## config.mk

```make
export PLATFORM = sky130hd
export DESIGN_NAME = sqn_allocator
export DESIGN_NICKNAME = d
export VERILOG_FILES = /design/src/rtl/sqn_allocator_pkg.sv /design/src/rtl/sqn_channel_ctr.sv /design/src/rtl/sqn_allocator.sv
export SDC_FILE = /design/constraint.sdc
export NUM_CORES = 1
export LEC_CHECK = 0
export CAP_MARGIN = 20
export CORE_MARGIN = 2
export CORE_UTILIZATION = 25
export DETAILED_ROUTE_END_ITERATION = 7
export GPL_TIMING_DRIVEN = 0
export SYNTH_ARGS = -nofsm -noshare
export SYNTH_HDL_FRONTEND = slang
export SYNTH_SLANG_ARGS = --single-unit
```

## constraint.sdc

```tcl
create_clock -name clk -period 7.8 [get_ports clk]
set_input_delay 1.95 -clock clk [delete_from_list [all_inputs] [get_ports clk]]
set_output_delay 1.95 -clock clk [all_outputs]
set_load 0.02 [all_outputs]
```

## src/rtl/sqn_allocator_pkg.sv

```systemverilog
// sqn_allocator_pkg: shared types and constants for the sequence-number allocator.
//   SqN          - sequence number at the default width.
//   CH_ROB/LD/ST - conventional channel indices.
//   SqnGroup_t   - per-lane number vector of one channel (default widths).
package sqn_allocator_pkg;

  localparam int DEF_SQN_W = 7;
  localparam int DEF_WIDTH = 4;

  typedef logic [DEF_SQN_W-1:0] SqN;

  localparam int CH_ROB = 0;
  localparam int CH_LD  = 1;
  localparam int CH_ST  = 2;

  typedef struct packed {
    SqN [DEF_WIDTH-1:0] lane;
  } SqnGroup_t;

endpackage

```

## src/rtl/sqn_channel_ctr.sv

```systemverilog
// sqn_channel_ctr: one sequence-number channel.
//   Holds alloc (next number) and head (oldest live), numbers the lanes of the
//   offered group with a prefix sum, and keeps a registered free count.
// Ports:
//   clk, rst      - clock, synchronous active-high reset
//   take          - per-lane "consumes an entry of this channel"
//   fire, flush   - group accepted / mispredict flush (flush wins)
//   flush_sqn     - restored alloc value on flush
//   retire        - entries freed this cycle (applied every cycle)
//   need          - number of entries the offered group consumes
//   free          - registered free entries
//   lane_sqn      - per-lane number for the offered group
//   alloc         - registered next-allocation value
module sqn_channel_ctr
  import sqn_allocator_pkg::*;
#(
  parameter int WIDTH   = 4,
  parameter int SQN_W   = 7,
  parameter int DEPTH   = 64,
  parameter bit PRE_INC = 1'b0,
  localparam int RW     = $clog2(WIDTH + 1),
  localparam int FW     = $clog2(DEPTH + 1)
) (
  input  logic                         clk,
  input  logic                         rst,
  input  logic [WIDTH-1:0]             take,
  input  logic                         fire,
  input  logic                         flush,
  input  logic [SQN_W-1:0]             flush_sqn,
  input  logic [RW-1:0]                retire,
  output logic [RW-1:0]                need,
  output logic [FW-1:0]                free,
  output logic [WIDTH-1:0][SQN_W-1:0]  lane_sqn,
  output logic [SQN_W-1:0]             alloc
);

  logic [SQN_W-1:0] head;
  logic [SQN_W-1:0] alloc_nxt;
  logic [SQN_W-1:0] head_nxt;
  logic [SQN_W-1:0] base;
  logic [RW-1:0]    cnt;

  // Prefix-sum numbering: each lane sees alloc plus the consumers before it.
  always_comb begin
    cnt      = {RW{1'b0}};
    base     = {SQN_W{1'b0}};
    lane_sqn = '0;
    for (int i = 0; i < WIDTH; i++) begin
      base        = alloc + SQN_W'(cnt);
      lane_sqn[i] = (PRE_INC && take[i]) ? base + SQN_W'(1) : base;
      cnt         = cnt + RW'(take[i]);
    end
    need = cnt;
  end

  // Next counter values; flush overrides any allocation, retire always applies.
  always_comb begin
    if (flush) begin
      alloc_nxt = flush_sqn;
    end else if (fire) begin
      alloc_nxt = alloc + SQN_W'(need);
    end else begin
      alloc_nxt = alloc;
    end
    head_nxt = head + SQN_W'(retire);
  end

  // Counter registers; free is derived from the post-update counters (mod 2**SQN_W).
  always_ff @(posedge clk) begin
    if (rst) begin
      alloc <= {SQN_W{1'b0}};
      head  <= {SQN_W{1'b0}};
      free  <= FW'(DEPTH);
    end else begin
      alloc <= alloc_nxt;
      head  <= head_nxt;
      free  <= FW'(DEPTH) - FW'(alloc_nxt - head_nxt);
    end
  end

  sqn_channel_chk #(
    .WIDTH (WIDTH),
    .SQN_W (SQN_W),
    .DEPTH (DEPTH)
  ) u_chk (
    .clk    (clk),
    .rst    (rst),
    .alloc  (alloc),
    .head   (head),
    .retire (retire)
  );

endmodule

// sqn_channel_chk: simulation-only legality checks on one channel's counters.
module sqn_channel_chk #(
  parameter int WIDTH = 4,
  parameter int SQN_W = 7,
  parameter int DEPTH = 64,
  localparam int RW   = $clog2(WIDTH + 1)
) (
  input logic             clk,
  input logic             rst,
  input logic [SQN_W-1:0] alloc,
  input logic [SQN_W-1:0] head,
  input logic [RW-1:0]    retire
);

  logic [SQN_W-1:0] inflight;
  assign inflight = alloc - head;

  // Retiring more than is live, or holding more than the queue depth, is illegal.
  always_ff @(posedge clk) begin
    if (!rst) begin
      assert (SQN_W'(retire) <= inflight)
        else $error("sqn_channel_chk: retire %0d exceeds inflight %0d", retire, inflight);
      assert (inflight <= SQN_W'(DEPTH))
        else $error("sqn_channel_chk: inflight %0d exceeds depth", inflight);
    end
  end

endmodule

```

## src/rtl/sqn_allocator.sv

```systemverilog
// sqn_allocator: assigns ROB/load/store sequence numbers to up to WIDTH ops per
// cycle across NUM_CH channels, with all-or-nothing group acceptance.
// Packing (channel c, lane i):
//   IN_chMask[i*NUM_CH + c], IN_retire[c*RW +: RW], IN_flushSqN[c*SQN_W +: SQN_W],
//   OUT_sqN[(i*NUM_CH + c)*SQN_W +: SQN_W], OUT_next[c*SQN_W +: SQN_W],
//   OUT_free[c*FW +: FW].
// Ports: clk, rst (sync, active-high); IN_en/IN_valid/IN_chMask offer a group;
//   IN_extStall downstream stall; IN_retire freed entries; IN_flush/IN_flushSqN
//   restore; OUT_stall (combinational); OUT_valid/OUT_sqN/OUT_next/OUT_free registered.
module sqn_allocator
  import sqn_allocator_pkg::*;
#(
  parameter int              WIDTH   = 4,
  parameter int              NUM_CH  = 3,
  parameter int              SQN_W   = 7,
  parameter int              DEPTH   = 64,
  parameter logic [NUM_CH-1:0] PRE_INC = NUM_CH'(1) << CH_ST,
  localparam int             RW      = $clog2(WIDTH + 1),
  localparam int             FW      = $clog2(DEPTH + 1)
) (
  input  logic                            clk,
  input  logic                            rst,
  input  logic                            IN_en,
  input  logic [WIDTH-1:0]                IN_valid,
  input  logic [WIDTH*NUM_CH-1:0]         IN_chMask,
  input  logic                            IN_extStall,
  input  logic [NUM_CH*RW-1:0]            IN_retire,
  input  logic                            IN_flush,
  input  logic [NUM_CH*SQN_W-1:0]         IN_flushSqN,
  output logic                            OUT_stall,
  output logic [WIDTH-1:0]                OUT_valid,
  output logic [WIDTH*NUM_CH*SQN_W-1:0]   OUT_sqN,
  output logic [NUM_CH*SQN_W-1:0]         OUT_next,
  output logic [NUM_CH*FW-1:0]            OUT_free
);

  logic [RW-1:0]                   need     [NUM_CH];
  logic [FW-1:0]                   free     [NUM_CH];
  logic [WIDTH-1:0][SQN_W-1:0]     lane_sqn [NUM_CH];
  logic [SQN_W-1:0]                alloc    [NUM_CH];
  logic                            over;
  logic                            fire;
  logic [WIDTH*NUM_CH*SQN_W-1:0]   sqn_nxt;

  for (genvar c = 0; c < NUM_CH; c++) begin : g_ch
    logic [WIDTH-1:0] take;
    for (genvar i = 0; i < WIDTH; i++) begin : g_lane
      assign take[i] = IN_valid[i] & IN_chMask[i*NUM_CH + c];
    end

    sqn_channel_ctr #(
      .WIDTH   (WIDTH),
      .SQN_W   (SQN_W),
      .DEPTH   (DEPTH),
      .PRE_INC (PRE_INC[c])
    ) u_ctr (
      .clk       (clk),
      .rst       (rst),
      .take      (take),
      .fire      (fire),
      .flush     (IN_flush),
      .flush_sqn (IN_flushSqN[c*SQN_W +: SQN_W]),
      .retire    (IN_retire[c*RW +: RW]),
      .need      (need[c]),
      .free      (free[c]),
      .lane_sqn  (lane_sqn[c]),
      .alloc     (alloc[c])
    );

    assign OUT_next[c*SQN_W +: SQN_W] = alloc[c];
    assign OUT_free[c*FW +: FW]       = free[c];
  end

  // Stall if any channel lacks room; uses last cycle's free, so retire lags one cycle.
  always_comb begin
    over = 1'b0;
    for (int c = 0; c < NUM_CH; c++) begin
      if (int'(need[c]) > int'(free[c])) begin
        over = 1'b1;
      end else begin
        over = over;
      end
    end
    OUT_stall = IN_flush | IN_extStall | (IN_en & over);
    fire      = IN_en & ~OUT_stall;
  end

  // Repack per-channel lane numbers into lane-major output order.
  always_comb begin
    sqn_nxt = '0;
    for (int i = 0; i < WIDTH; i++) begin
      for (int c = 0; c < NUM_CH; c++) begin
        sqn_nxt[(i*NUM_CH + c)*SQN_W +: SQN_W] = lane_sqn[c][i];
      end
    end
  end

  // Output group registers; numbers hold when nothing is accepted.
  always_ff @(posedge clk) begin
    if (rst) begin
      OUT_valid <= {WIDTH{1'b0}};
      OUT_sqN   <= '0;
    end else begin
      OUT_valid <= fire ? IN_valid : {WIDTH{1'b0}};
      if (fire) begin
        OUT_sqN <= sqn_nxt;
      end
    end
  end

endmodule

```

==> flow_metrics.env <==
export IMPL_rows=70
export IMPL_antenna_found_initial=6
export IMPL_fin_util_pct=34.0
export IMPL_syn_cell_area_sq_um=9200
export IMPL_synth_compound_area_share_pct=16.3
export IMPL_irDropWorstVdd_uv=131
export IMPL_grtUsageMet3_pct=5.07
export IMPL_grt_max_degree=17
export IMPL_register_area_sq_um=3020
export IMPL_tns_ns=0
export IMPL_hold_ws_ns=0.453
export IMPL_start_util_pct=25.3
export IMPL_layout_min_cycle_time_ns=7.62
export IMPL_yosys_warnings=0
export IMPL_period_share_pct=97.7
export IMPL_drv_cap=0
export IMPL_cts_tree="done"
export IMPL_drive_gt1_share_pct=7.31
export IMPL_met1_usage_pct=21.7
export IMPL_post_route_drc_count=0
export IMPL_finalHoldViolations=0
export IMPL_core_area_sq_um=36400
export IMPL_fin_ws_ns=0.180
export IMPL_cp_arrival_ns=5.67
export IMPL_detail_route_iter0_violations=551
export IMPL_pre_cts_ws_ns=-1.02
export IMPL_vias=8269
export IMPL_grt_overflow_total=0
export IMPL_cts_htree_levels=4
export IMPL_clock_root_buffer="clkbuf_16"
export IMPL_p_leak_nw=4.99
export IMPL_busiest_layer="met2"
export IMPL_rsz0062_at_grt="no"
export IMPL_die_area_sq_um=38400
export IMPL_cts_hold_buf=0
export IMPL_startpoint_type="input pin"
export IMPL_cp_max_fo=10
export IMPL_path_class="input pin to output pin"
export IMPL_holdPathStages=2
export IMPL_tightest_slew_ns=1.02
export IMPL_syn2layout_area_growth_pct=34.6
export IMPL_p_per_area_nw_per_um2=234
export IMPL_finalNonFillerCells=1769
export IMPL_die_h_microns=196
export IMPL_status="complete, no violations"
export IMPL_fill_cells=3838
export IMPL_final_cell_area_sq_um=12400
export IMPL_maxSlewHeadroom_pct=31.3
export IMPL_ant_nets=0
export IMPL_viasPerCell=4.67
export IMPL_synth_nets=1240
export IMPL_firstDrtPassIters=5
export IMPL_setup_worst_path_end_class="output pin"
export IMPL_synth_top_family_by_area="simple AND/OR/NAND/NOR gates"
export IMPL_final_max_slew_viol_count=0
export IMPL_fmax_mhz=131
export IMPL_finalClockSkew_ns=0.0136
export IMPL_fp_dieW_microns=196
export IMPL_muxShareOfSynthArea_pct=1.09
export IMPL_yosysUniqueCellTypes=54
export IMPL_portBuffers=181
export IMPL_hold_path_class="flip-flop to flip-flop"
export IMPL_gr_usage_all_layers_pct=17.5
export IMPL_syn_inst=1077
export IMPL_cts_sinks=151
export IMPL_place_inst=1726
export IMPL_dpl_cell_area_sq_um=11600
export IMPL_setup_viol=0
export IMPL_final_nets=1449
export IMPL_multi_input_area_sq_um=5700
export IMPL_required_ns=5.85
export IMPL_synthArstFlopShare_pct=0
export IMPL_grt_pass1_vias=8459
export IMPL_synth_flop_cell="dfxtp_1"
export IMPL_rr_worst_depth=22
export IMPL_synth_seq_area_share_pct=32.8
export IMPL_io_pins=182
export IMPL_routed_wl_microns=33000
export IMPL_dpl_hpwl_microns=26400
export IMPL_synth_edf_count=0
export IMPL_synthSimpleGateAreaFrac_pct=17.3
export IMPL_clockBufferDepth=2
export IMPL_wire_per_inst_microns=18.6
export IMPL_ys_ff_latch=151
export IMPL_syn_area_per_cell_sq_um=8.54
export IMPL_cts_made_buffers=17
export IMPL_clk_pin_slew_ns=0.07
export IMPL_synthAdderAreaFrac_pct=16.8
export IMPL_synthXorXnorAreaFrac_pct=9.52
export IMPL_grt_pass1_wl_microns=50600
export IMPL_gp_congestion=0.874
export IMPL_total_power_mw=2.90
export IMPL_met2_usage_pct=30.2
export IMPL_clk_latency_ns=0.43
area by class of cell:
type	instances	share of cell area (%)
Multi-Input combinational cell	794	46.0
Sequential cell	151	24.4
Timing Repair Buffer	191	15.2
Tap cell	468	4.73
Clock buffer	17	3.43
Buffer	73	3.01
Inverter	58	1.76
Clock inverter	15	1.47
Antenna cell	2	0.0404
critical path, stage by stage:
cell	delay [ns]
clkdlybuf4s50_1	0.47
and2_4	0.21
inv_1	0.09
fa_1	0.55
inv_1	0.06
ha_1	0.19
fa_2	0.59
ha_1	0.26
nand3b_1	0.09
nand2_1	0.07
a222oi_1	0.44
buf_4	0.19
buf_4	0.17
o21ai_1	0.15
clkbuf_2	0.19
where the power goes:
group          total (mW)  internal, mW  switching (mW)
combinational        1.10         0.491           0.605
clock               0.872         0.485           0.387
sequential          0.934         0.866          0.0684
path summary, 6_finish.rpt:
path	from	end	slack [ns]
setup / recovery	IN_chMask[2]	OUT_stall	0.18
hold / removal	OUT_sqN[59]	OUT_sqN[59]	0.45
setup reg to reg	g_ch[2].u_ctr.free[2]	g_ch[0].u_ctr.free[6]	3.41
hold reg to reg	OUT_sqN[59]	OUT_sqN[59]	0.45
metal layers:
layer | vias to the layer above | wire length, microns
met5 | - | 51
met2 | 238 | 15800
met3 | 32 | 2360
li1 | 4109 | -
met1 | 3882 | 14300
met4 | 8 | 392
cell usage after synthesis (4+ instances only):
library cell | n | area share [%]
a211oi_1 | 51 | 4.2
a21o_1 | 25 | 2.0
a21oi_1 | 70 | 3.8
a311oi_1 | 6 | 0.57
a31oi_1 | 7 | 0.48
and2_1 | 24 | 1.6
and3_1 | 13 | 0.88
buf_1 | 5 | 0.20
buf_2 | 10 | 0.54
buf_4 | 17 | 1.4
clkbuf_1 | 42 | 1.7
dfxtp_1 | 151 | 33
fa_1 | 19 | 4.1
ha_1 | 93 | 13
inv_1 | 55 | 2.2
mux2i_1 | 7 | 0.76
nand2_1 | 129 | 5.3
nand2b_1 | 4 | 0.27
nand3_1 | 21 | 1.1
nand3b_1 | 5 | 0.41
nand4_1 | 5 | 0.34
nor2_1 | 103 | 4.2
nor2b_1 | 18 | 1.2
nor3_1 | 7 | 0.38
nor4_1 | 5 | 0.34
o21a_1 | 10 | 0.82
o21ai_0 | 29 | 1.6
o21ai_1 | 5 | 0.27
or4_1 | 6 | 0.49
xnor2_1 | 57 | 5.4
xor2_1 | 35 | 3.3
timing repair:
action	4_1_cts	5_1_grt
endpoints found under the setup margin	5	6
pin swaps	1	4
buffers inserted	5	5
resized for setup	14	22
flip-flops by register name, summed over array words and instances, names as in the netlist:
signal and cells:
OUT_valid 4, g_ch.u_ctr.head 21, g_ch.u_ctr.alloc 21, g_ch.u_ctr.free 21
OUT_sqN 84
cells in the final DEF, fill, tap and decap left out, types with 4 or more instances in the layout:
cell type and count:
dfxtp_1 151, xnor2_1 57, nor3_1 7, o21ai_0 26
xor2_1 35, mux2i_1 7, nand3_1 21, and3_1 12
fa_1 18, nand3b_1 5, clkbuf_1 40, clkdlybuf4s50_1 177
or4_1 6, buf_4 28, buf_1 5, ha_1 90
a21oi_1 69, buf_2 7, a311oi_1 6, o21a_1 10
a211oi_1 48, nor2b_1 18, clkbuf_16 17, inv_1 55
inv_6 5, o21ai_1 7, and2_1 23, nand2_1 127
a21o_1 25, nand2b_1 4, nand4_1 5, nor2_1 103
a31oi_1 7
cell families after synthesis:
| logic type | count (synthesis) |
|---|---|
| and+or+nand+nor | 349 |
| AOI/OAI and AO/OA | 229 |
| DFF | 151 |
| buffers and inverters | 132 |
| adders and majority gates | 112 |
| xor gates and xnor gates | 95 |
| muxes | 9 |
No activity file was read; power rests on OpenSTA's default activity.
